## src/rtl/logic_gate_pipe.sv

```systemverilog
`default_nettype none
// +----------------------------------------------------------------------------+
// | Module      : logic_gate_pipe                                              |
// | Description : Registered NUM_IN-operand bitwise logic unit. The operation   |
// |               (AND/OR/XOR/NAND/NOR/XNOR) is selected per transaction. Both |
// |               sides use valid/ready handshakes. Results are queued in a    |
// |               2-entry output buffer.                                       |
// | Ports       : clk       - rising-edge clock                                |
// |               rst_n     - asynchronous active-low reset                    |
// |               in_valid  - input transaction present                        |
// |               in_ready  - unit can accept a transaction (occupancy < 2)    |
// |               in_ops    - packed operands, operand i = [i*WIDTH +: WIDTH]  |
// |               in_op     - 0 AND, 1 OR, 2 XOR, 3 NAND, 4 NOR, 5 XNOR,       |
// |                           6/7 illegal                                      |
// |               out_valid - buffer head holds a result                       |
// |               out_ready - downstream accepts the head result               |
// |               out_y     - bitwise result across all operands               |
// |               out_all   - &out_y                                           |
// |               out_any   - |out_y                                           |
// |               out_err   - head result came from an illegal op              |
// | Revision    : 1.0 - initial release                                        |
// +----------------------------------------------------------------------------+
module logic_gate_pipe #(
  parameter int WIDTH  = 1,
  parameter int NUM_IN = 2
) (
  input  logic                    clk,
  input  logic                    rst_n,
  input  logic                    in_valid,
  output logic                    in_ready,
  input  logic [NUM_IN*WIDTH-1:0] in_ops,
  input  logic [2:0]              in_op,
  output logic                    out_valid,
  input  logic                    out_ready,
  output logic [WIDTH-1:0]        out_y,
  output logic                    out_all,
  output logic                    out_any,
  output logic                    out_err
);

  localparam logic [2:0] C_OP_AND  = 3'd0;
  localparam logic [2:0] C_OP_OR   = 3'd1;
  localparam logic [2:0] C_OP_XOR  = 3'd2;
  localparam logic [2:0] C_OP_NAND = 3'd3;
  localparam logic [2:0] C_OP_NOR  = 3'd4;
  localparam logic [2:0] C_OP_XNOR = 3'd5;

  // Entry layout: {err, any, all, y}. The flags are stored alongside y so the
  // head outputs are a pure register read and always agree with each other.
  localparam int ENTRY_W = WIDTH + 3;

  // --------------------------------------------------------------------------
  // Combinational reduction across all operands
  // --------------------------------------------------------------------------
  logic [WIDTH-1:0]   w_and;
  logic [WIDTH-1:0]   w_or;
  logic [WIDTH-1:0]   w_xor;
  logic [WIDTH-1:0]   w_y;
  logic               w_err;
  logic [ENTRY_W-1:0] w_entry;

  always_comb begin
    w_and = in_ops[WIDTH-1:0];
    w_or  = in_ops[WIDTH-1:0];
    w_xor = in_ops[WIDTH-1:0];
    for (int i = 1; i < NUM_IN; i++) begin
      w_and = w_and & in_ops[i*WIDTH +: WIDTH];
      w_or  = w_or  | in_ops[i*WIDTH +: WIDTH];
      w_xor = w_xor ^ in_ops[i*WIDTH +: WIDTH];
    end
  end

  always_comb begin
    w_y   = '0;
    w_err = 1'b0;
    case (in_op)
      C_OP_AND:  w_y = w_and;
      C_OP_OR:   w_y = w_or;
      C_OP_XOR:  w_y = w_xor;
      C_OP_NAND: w_y = ~w_and;
      C_OP_NOR:  w_y = ~w_or;
      C_OP_XNOR: w_y = ~w_xor;
      // Illegal ops still occupy a slot so the handshake count stays exact;
      // the result is forced to zero and flagged.
      default:   w_err = 1'b1;
    endcase
    w_entry = {w_err, |w_y, &w_y, w_y};
  end

  // --------------------------------------------------------------------------
  // 2-entry output buffer
  // --------------------------------------------------------------------------
  logic [ENTRY_W-1:0] mem_q [2];
  logic               wr_ptr_q;
  logic               wr_ptr_d;
  logic               rd_ptr_q;
  logic               rd_ptr_d;
  logic [1:0]         cnt_q;
  logic [1:0]         cnt_d;
  logic               w_push;
  logic               w_pop;
  logic [ENTRY_W-1:0] w_head;

  // in_ready looks only at the registered count, so there is no
  // combinational path from out_ready to in_ready.
  assign in_ready  = (cnt_q != 2'd2);
  assign out_valid = (cnt_q != 2'd0);
  assign w_push    = in_valid && in_ready;
  assign w_pop     = out_valid && out_ready;

  always_comb begin
    wr_ptr_d = wr_ptr_q ^ w_push;
    rd_ptr_d = rd_ptr_q ^ w_pop;
    cnt_d    = cnt_q;
    if (w_push && !w_pop) begin
      cnt_d = cnt_q + 2'd1;
    end else if (!w_push && w_pop) begin
      cnt_d = cnt_q - 2'd1;
    end
  end

  always_ff @(posedge clk or negedge rst_n) begin
    if (!rst_n) begin
      mem_q[0] <= '0;
      mem_q[1] <= '0;
      wr_ptr_q <= 1'b0;
      rd_ptr_q <= 1'b0;
      cnt_q    <= 2'd0;
    end else begin
      if (w_push) begin
        mem_q[wr_ptr_q] <= w_entry;
      end
      wr_ptr_q <= wr_ptr_d;
      rd_ptr_q <= rd_ptr_d;
      cnt_q    <= cnt_d;
    end
  end

  assign w_head  = mem_q[rd_ptr_q];
  assign out_y   = w_head[WIDTH-1:0];
  assign out_all = w_head[WIDTH];
  assign out_any = w_head[WIDTH+1];
  assign out_err = w_head[WIDTH+2];

endmodule
`default_nettype wire

```

## config.mk

```make
export PLATFORM = sky130hd
export DESIGN_NAME = logic_gate_pipe
export DESIGN_NICKNAME = d
export VERILOG_FILES = /design/src/rtl/logic_gate_pipe.sv
export SDC_FILE = /design/constraint.sdc
export NUM_CORES = 1
export LEC_CHECK = 0
export BUFFER_PORTS_ARGS = -buffer_cell sky130_fd_sc_hd__buf_2
export CAP_MARGIN = 10
export CORE_UTILIZATION = 35
export CTS_CLUSTER_DIAMETER = 80
export DETAILED_ROUTE_END_ITERATION = 8
export PLACE_DENSITY_LB_ADDON = 0.08
export SYNTH_ARGS = -nofsm -noshare
export SYNTH_HDL_FRONTEND = slang
export SYNTH_SLANG_ARGS = --single-unit
```

## constraint.sdc

```tcl
create_clock -name clk -period 2.33 [get_ports clk]
set_clock_uncertainty 0.15 [all_clocks]
set_input_delay 0.233 -clock clk [delete_from_list [all_inputs] [get_ports clk]]
set_output_delay 0.233 -clock clk [all_outputs]
set_load 0.005 [all_outputs]
```

==> metrics.cfg, run 1 <==
[status]
run_status=finished clean

[yosys]
yosys-top-cells-area=sky130_fd_sc_hd__dfrtp_1 42%, sky130_fd_sc_hd__ha_1 13%, sky130_fd_sc_hd__inv_1 5.5%
warning_count_from_the_yosys_run=0
synth.ff_latch_count=8
synth_top_cell_by_area=sky130_fd_sc_hd__dfrtp_1
synth_nets=64
syn_avg_cell_area_um2=9.58
synthAdderAreaFrac=0.131
synth_compound_area_frac=0.120
muxShareOfSynthArea=0.0235
synth_cell_type_count=18
combinational_family_with_the_most_area_after_synthesis=simple AND/OR/NAND/NOR gates
synth-xor-area-share=0.0731
instance_count_of_the_mapped_netlist=50
netlist_area_um2=479
synth-seq-area-share=0.418
yosys.area_share.simple=0.149
synth_largest_type_area_fraction=0.418

[clock_tree]
clock_tree_from_tritoncts=yes
cts.sinks=8
worst_setup_hold_path_clk_slew_ns=0.05
cts_max_path_buffers=2
cts-root-buf=sky130_fd_sc_hd__clkbuf_4
clock_latency_ns=0.25
cts-resized-gates=0
h-tree-depth=1
tritoncts.num_buffers=3

[timing]
worst-slew-pin-transition_ns=0.229
setup_ws_ns=0.713
grt_setup_unrepaired=no
finalHoldViolCount=0
achievable-frequency_mhz=618
min_period_over_period=0.694
timing.final.max_slew_violations=0
worst_slew_margin_rel=0.847
min_period_ns=1.62
report.final.setup_viol=0
totalNegativeSetupSlack_ns=0

[cells_and_area]
finish.cell_count_without_fillers=80
final_layout_size_suffix_gt1_frac=0.288
area_delta_synth_final_pct=21.9
layout.cell_area.non_filler_um2=584
n_fill_cell=114
area_of_combinational_cells_with_multiple_inputs_um2=238
finish.net_count=82
n_antenna_cell=0
register_area_um2=200

[drt]
route.vias.total=358
antenna_left=0
first_iter_violations=5
detailed_route_wire_length_per_cell_um=10.2
iteration_count_of_the_initial_detailed_routing_pass=2
via_per_inst=4.48
totalWireLength_um=818
post-route-drc-count=0

[worst_setup_path]
r2r_end=cnt_q[1]$_DFFE_PN0P_
critPathRequiredTime_ns=2.36
critPathLaunchType=flop
cp-end-kind=flop
regToRegSetupSlack_ns=0.71
cp.arrival_ns=1.65
timing.critical_path.fanout_max=4
rr_worst_depth=5
setup.worst_path.end=cnt_q[1]$_DFFE_PN0P_
timing.rr.start=cnt_q[0]$_DFFE_PN0P_
cp_class=flop to flop
worst_setup_sp=cnt_q[0]$_DFFE_PN0P_

[floorplan]
placeableCoreArea_um2=1190
initial_core_utilization=0.404
die_outline_width_um=39
num_io_pins=15
std_cell_rows=12
die_footprint_um2=1520
chipHeight_um=39

[placement]
dpl_cell_area_um2=552
place_hpwl_um=641
dpl.cell_count=76
routabilityCongestion=0.632
dp_worst_setup_slack_ns=0.705
port_buffers=14

[grt]
globalRoute.totalOverflow=0
grt_max_degree=9
grt_pass1_wl_um=1320
antenna_found_initial=0
globalRouteTotalUtil=0.137
grt_pass1_vias=320

[hold_path]
hold_class=input port to flop

[power_and_ir_drop]
leakagePower_nw=0.295
vdd_drop_max_v=0.000563
post_layout_power_w=0.000669
p_per_cell_area_nw_per_um2=1140

[flow_run]
max_cap_check_violation_count=0

-- cell type report --
class | instances | share of cell area
clock buffer | 3 | 0.0385
timing repair buffer | 15 | 0.137
sequential | 8 | 0.343
inverter | 7 | 0.0450
multi-input combinational | 33 | 0.407
tap | 14 | 0.0300
-- sequential cells by signal, summed over array words and instances, names as in the netlist --
register  cells
mem_q         4
wr_ptr_q      1
rd_ptr_q      1
cnt_q         2
-- worst max-delay path, cell delays in order, from the launching register on --
cell and delay [ns]:
sky130_fd_sc_hd__dfrtp_1 0.41, sky130_fd_sc_hd__or2_2 0.31, sky130_fd_sc_hd__nand2_1 0.11, sky130_fd_sc_hd__ha_1 0.27, sky130_fd_sc_hd__nor2_1 0.15, sky130_fd_sc_hd__xor2_1 0.14
-- kinds of logic after synthesis --
family                   count (synthesis)
AND/OR/NAND/NOR                         15
buffers and inverters                    9
AO/OA/AOI/OAI                            8
flip-flops                               8
adder cells (fa/ha/maj)                  5
XOR/XNOR                                 4
multiplexers                             1
-- placed cells by master (no fill, tap or decap), types with 2 or more instances in the layout --
| cell | instances |
|---|---|
| sky130_fd_sc_hd__buf_2 | 14 |
| sky130_fd_sc_hd__dfrtp_1 | 8 |
| sky130_fd_sc_hd__inv_1 | 7 |
| sky130_fd_sc_hd__ha_1 | 5 |
| sky130_fd_sc_hd__nand2_1 | 4 |
| sky130_fd_sc_hd__nor2_1 | 4 |
| sky130_fd_sc_hd__nand2b_1 | 3 |
| sky130_fd_sc_hd__o21ai_0 | 3 |
| sky130_fd_sc_hd__clkbuf_4 | 3 |
| sky130_fd_sc_hd__xnor2_1 | 2 |
| sky130_fd_sc_hd__nand3_1 | 2 |
| sky130_fd_sc_hd__xor2_1 | 2 |
| sky130_fd_sc_hd__a41oi_1 | 2 |
-- Yosys cell counts --
library cell                count
sky130_fd_sc_hd__dfrtp_1        8
sky130_fd_sc_hd__inv_1          7
sky130_fd_sc_hd__ha_1           5
sky130_fd_sc_hd__nand2_1        4
sky130_fd_sc_hd__nor2_1         4
sky130_fd_sc_hd__nand2b_1       3
sky130_fd_sc_hd__o21ai_0        3
sky130_fd_sc_hd__a41oi_1        2
sky130_fd_sc_hd__buf_4          2
sky130_fd_sc_hd__nand3_1        2
sky130_fd_sc_hd__xnor2_1        2
sky130_fd_sc_hd__xor2_1         2
sky130_fd_sc_hd__a211o_1        1
sky130_fd_sc_hd__and2_1         1
sky130_fd_sc_hd__mux2_2         1
sky130_fd_sc_hd__o2111ai_1      1
sky130_fd_sc_hd__o211ai_1       1
sky130_fd_sc_hd__or2_2          1
-- metal layers --
metal	vias to the layer above	routed length, um	track usage	share of wire
li1	199	-	-	-
met1	147	421	0.181	0.51
met2	12	342	0.188	0.42
met3	0	55	0.0867	0.067
met4	0	0	0.0259	0
met5	-	0	0	0
-- worst min path at each step --
| stage | from | endpoint | slack, ns | cells after the start |
|---|---|---|---|---|
| 2_1_floorplan | rst_n | cnt_q[0]$_DFFE_PN0P_ | -0.21 | 0 |
| 3_3_place_gp | rst_n | mem_q[7]$_DFFE_PN0P_ | -0.06 | 1 |
| 3_5_place_dp | rst_n | mem_q[7]$_DFFE_PN0P_ | -0.06 | 1 |
| 4_1_cts | in_op[2] | mem_q[7]$_DFFE_PN0P_ | 0.11 | 3 |
| 5_1_grt | in_op[2] | mem_q[7]$_DFFE_PN0P_ | 0.14 | 3 |
| 6_report | in_op[2] | mem_q[7]$_DFFE_PN0P_ | 0.11 | 3 |
-- what timing repair did --
action | CTS | global route
buffers inserted | 0 | 0
endpoints found under the setup margin | 0 | 0
hold buffers | 1 | 0
endpoints found under the hold margin | 8 | 0
-- power breakdown --
part	switching (W)	total [W]	internal, W	leakage (nW)
clock	0.0000472	0.000106	0.0000589	0.0138
combinational	0.000140	0.000300	0.000161	0.185
sequential	0.0000496	0.000263	0.000213	0.0956
total	0.000236	0.000669	0.000432	0.295
-- metrics by stage --
stage               hold WS (ns)  utilization
floorplan                 -0.213            -
CTS                        0.106        0.493
finish                     0.110        0.493
global route               0.136        0.493
detailed placement       -0.0608        0.465
global placement         -0.0600        0.465
(Power assumes the default switching activity.)
==> run 2: changes to the inputs <==
Settings changed: ABC_AREA set to 1.
Clock period 2.33 ns to 1.6 ns, I/O delays scaled along.
==> run 2 against run 1 <==
  * Critical path depth stayed put
  * Routed wire length is 8.7% higher
  * Sequential power is 43% higher
  * Non-clock buffer count is 1 higher
  * Synthesized area is 5.0% higher
  * Combinational power is 56% higher
  * Power is 49% higher
  * Sequential cell count stayed put
  * Maximum frequency is 6.3% higher
  * Register-to-register slack worse by 0.63 ns
  * Sequential share of layout area is 2.8 points lower
  * Highest routed layer is now met4
==> metrics.cfg, run 2 <==
[timing]
finalHoldViolCount=0  ; unchanged
min_period_ns=1.52  ; -0.0964 ns
min_period_over_period=0.951  ; +0.256
worst-slew-pin-transition_ns=0.198  ; -0.0311 ns
totalNegativeSetupSlack_ns=0  ; unchanged
worst_slew_margin_rel=0.867  ; +0.0201
timing.final.max_slew_violations=0  ; unchanged
grt_setup_unrepaired=no
achievable-frequency_mhz=657  ; +6.3%
report.final.setup_viol=0  ; unchanged

[power_and_ir_drop]
p_clk_frac=0.157  ; -0.002
vdd_drop_max_v=0.000677  ; +20%
pwr-share-seq=0.376  ; -0.017
internal_power_component_w=0.000614  ; +42%
power.net_switching_w=0.000384  ; +62%
p_sw_frac=0.385  ; +0.0310
leakagePower_nw=0.372  ; +26%
share_comb_of_total_power=0.467  ; +0.018
p_per_cell_area_nw_per_um2=1570  ; +37%

[flow_run]
max_cap_check_violation_count=0  ; unchanged

[worst_setup_path]
cp-end-kind=flop
timing.critical_path.buf_inv=0  ; unchanged
critical_path_cell_count=5  ; unchanged
timing.critical_path.fanout_max=3  ; -1
critPathRequiredTime_ns=1.58  ; -0.78 ns
critical-path-max-stage-delay_ns=0.42  ; about the same
critPathLaunchType=flop
regToRegSetupSlack_ns=0.08  ; -0.63 ns
timing.critical_path.slowest_stage_cell=sky130_fd_sc_hd__dfrtp_1
cp_delay_by_family_top=compound AO/OA/AOI/OAI gates
critical_path.cell_chain=a21boi_2 -> ha_4 -> a21oi_1 -> o21ai_0 -> xor2_1
cp.arrival_ns=1.50  ; -0.15 ns
rr_worst_depth=5  ; unchanged
cp_class=flop to flop

[clock_tree]
h-tree-depth=1  ; unchanged
worst_setup_hold_path_clk_slew_ns=0.05  ; about the same
cts.sinks=8  ; unchanged
cts-root-buf=sky130_fd_sc_hd__clkbuf_4
clock_latency_ns=0.25  ; about the same
clock_tree_from_tritoncts=yes
cts_max_path_buffers=2  ; unchanged
tritoncts.num_buffers=3  ; unchanged

[cells_and_area]
layout_top_registers=mem_q x4, cnt_q x2
final_layout_size_suffix_gt1_frac=0.286  ; -0.00216
regMostFlops=mem_q
postLayoutCoreUtil=0.482  ; -0.0102
n_antenna_cell=0  ; unchanged
final_common_cell=sky130_fd_sc_hd__nand2_1
finish.net_count=100  ; +22%
layout.cell_area.non_filler_um2=636  ; +8.8%
most-common-layout-cells=25 x sky130_fd_sc_hd__nand2_1, 14 x sky130_fd_sc_hd__buf_2, 11 x sky130_fd_sc_hd__inv_1, 8 x sky130_fd_sc_hd__dfrtp_1, 4 x sky130_fd_sc_hd__ha_1
area_delta_synth_final_pct=26.4
flip_flop_count_of_the_largest_register_all_copies_and_words_added=4  ; unchanged

[yosys]
instance_count_of_the_mapped_netlist=67  ; +34%
synth.ff_latch_count=8  ; unchanged
synth_cell_type_count=14  ; -4
dominantRegCellSynth=sky130_fd_sc_hd__dfrtp_1
synth-async-reset-ratio=1.00  ; unchanged
warning_count_from_the_yosys_run=0  ; unchanged
synth_top_cell_by_area=sky130_fd_sc_hd__dfrtp_1
netlist_area_um2=503  ; +5.0%
synth_enable_flop_cells=0  ; unchanged
synth_largest_type_area_fraction=0.398  ; -0.0197
synth_most_common_cell=sky130_fd_sc_hd__nand2_1
syn_avg_cell_area_um2=7.51  ; -22%
yosys-top-cells-area=sky130_fd_sc_hd__dfrtp_1 40%, sky130_fd_sc_hd__nand2_1 19%, sky130_fd_sc_hd__ha_1 12%
synth_commonest_cells=26 x sky130_fd_sc_hd__nand2_1, 13 x sky130_fd_sc_hd__inv_1, 8 x sky130_fd_sc_hd__dfrtp_1
synth_nets=81  ; +27%
synth-seq-area-share=0.398  ; -0.0197

[grt]
antenna_found_initial=0  ; unchanged
grt_pass1_wl_um=1440  ; +8.9%
globalRouteTotalUtil=0.141  ; +0.00366
grt_max_degree=9  ; unchanged
globalRoute.totalOverflow=0  ; unchanged
grt_pass1_vias=344  ; +7.5%

[drt]
route.vias.total=431  ; +20%
totalWireLength_um=889  ; +8.7%
antenna_left=0  ; unchanged
detailed_route_wire_length_per_cell_um=8.98  ; -12%
via_per_inst=4.35  ; -2.7%
iteration_count_of_the_initial_detailed_routing_pass=4  ; +2
first_iter_violations=5  ; unchanged
post-route-drc-count=0  ; unchanged

[floorplan]
chipHeight_um=39.9  ; +2.3%
num_io_pins=15  ; unchanged
die_footprint_um2=1590  ; +4.7%
die_outline_width_um=39.9  ; +2.3%
initial_core_utilization=0.382  ; -0.0222
std_cell_rows=13  ; +1
placeableCoreArea_um2=1320  ; +11%

[placement]
place_hpwl_um=704  ; +9.8%
dpl_cell_area_um2=584  ; +5.9%
port_buffers=14  ; unchanged
routabilityCongestion=0.654  ; +3.4%

[hold_path]
hold_class=input port to flop
timing.hold.worst_path_depth=3  ; unchanged

[status]
run_status=finished clean

==> run 2: changes by cell type after synthesis, sizes merged, moves of 2 or more <==
cell / delta
inv: +7
nand2: +22
a41oi: -2
nor2: -3
nand2b: -3
==> run 2: power by group through the flow <==
| stage | clock network [W] | registers [W] | logic, W |
|---|---|---|---|
| 2_1_floorplan | 0 | 0.000355 | 0.000329 |
| 3_3_place_gp | 0 | 0.000372 | 0.000430 |
| 3_5_place_dp | 0 | 0.000373 | 0.000440 |
| 4_1_cts | 0.000165 | 0.000370 | 0.000446 |
| 5_1_grt | 0.000175 | 0.000386 | 0.000554 |
| 6_report | 0.000156 | 0.000375 | 0.000467 |
==> run 2: path summary, 6_finish.rpt <==
kind / endpoint / start
setup / recovery: cnt_q[1]$_DFFE_PN0P_ / cnt_q[1]$_DFFE_PN0P_
hold / removal: mem_q[7]$_DFFE_PN0P_ / in_op[1]
setup reg to reg: cnt_q[1]$_DFFE_PN0P_ / cnt_q[1]$_DFFE_PN0P_
hold reg to reg: mem_q[7]$_DFFE_PN0P_ / mem_q[7]$_DFFE_PN0P_
max in group asynchronous: rd_ptr_q$_DFF_PN0_ / rst_n
min in group asynchronous: mem_q[2]$_DFFE_PN0P_ / rst_n
==> run 2: layer usage <==
layer	GRT usage	up-vias	routed length [um]
met5	0	-	0
met4	0.0517	0	9
met3	0.0682	2	37
met2	0.202	11	416
met1	0.181	183	426
li1	-	235	-
==> run 2: cell families (layout without fill, tap and decap cells) <==
group	after synthesis	after routing	share of synthesized area
AND/OR/NAND/NOR	29	29	0.221
buffers and inverters	16	33	0.134
XOR/XNOR	3	3	0.0522
adder cells (fa/ha/maj)	5	5	0.124
flip-flops	8	8	0.398
AO/OA/AOI/OAI	6	6	0.0696
==> run 2: worst min-delay path: stages <==
cell and delay [ns]:
sky130_fd_sc_hd__buf_2 0.10, sky130_fd_sc_hd__nand2_1 0.07, sky130_fd_sc_hd__o21ai_0 0.07
==> run 2: repair_timing <==
item,CTS,global route
resized for setup,0,5
buffers inserted,0,0
hold endpoints to repair,8,0
hold buffers,1,0
endpoints found under the setup margin,0,1
==> run 2: final cells by class <==
cell class | instances | area, um2
Fill cell | 142 | 682
Timing Repair Buffer | 16 | 87.6
Inverter | 14 | 52.6
Clock buffer | 3 | 22.5
Multi-Input combinational cell | 43 | 254
Tap cell | 15 | 18.8
Sequential cell | 8 | 200
==> run 2: metrics by stage <==
stage | hold slack (ns) | setup WS (ns) | instances | power [W]
after floorplan | -0.286 | 0.0823 | 67 | 0.000684
after global placement | -0.136 | 0.0513 | 95 | 0.000803
after detailed placement | -0.138 | 0.0238 | 95 | 0.000813
after CTS | 0.0329 | 0.0147 | 99 | 0.000981
after global routing | 0.0531 | 0.0109 | 99 | 0.00112
final | 0.0402 | 0.0790 | 99 | 0.000998
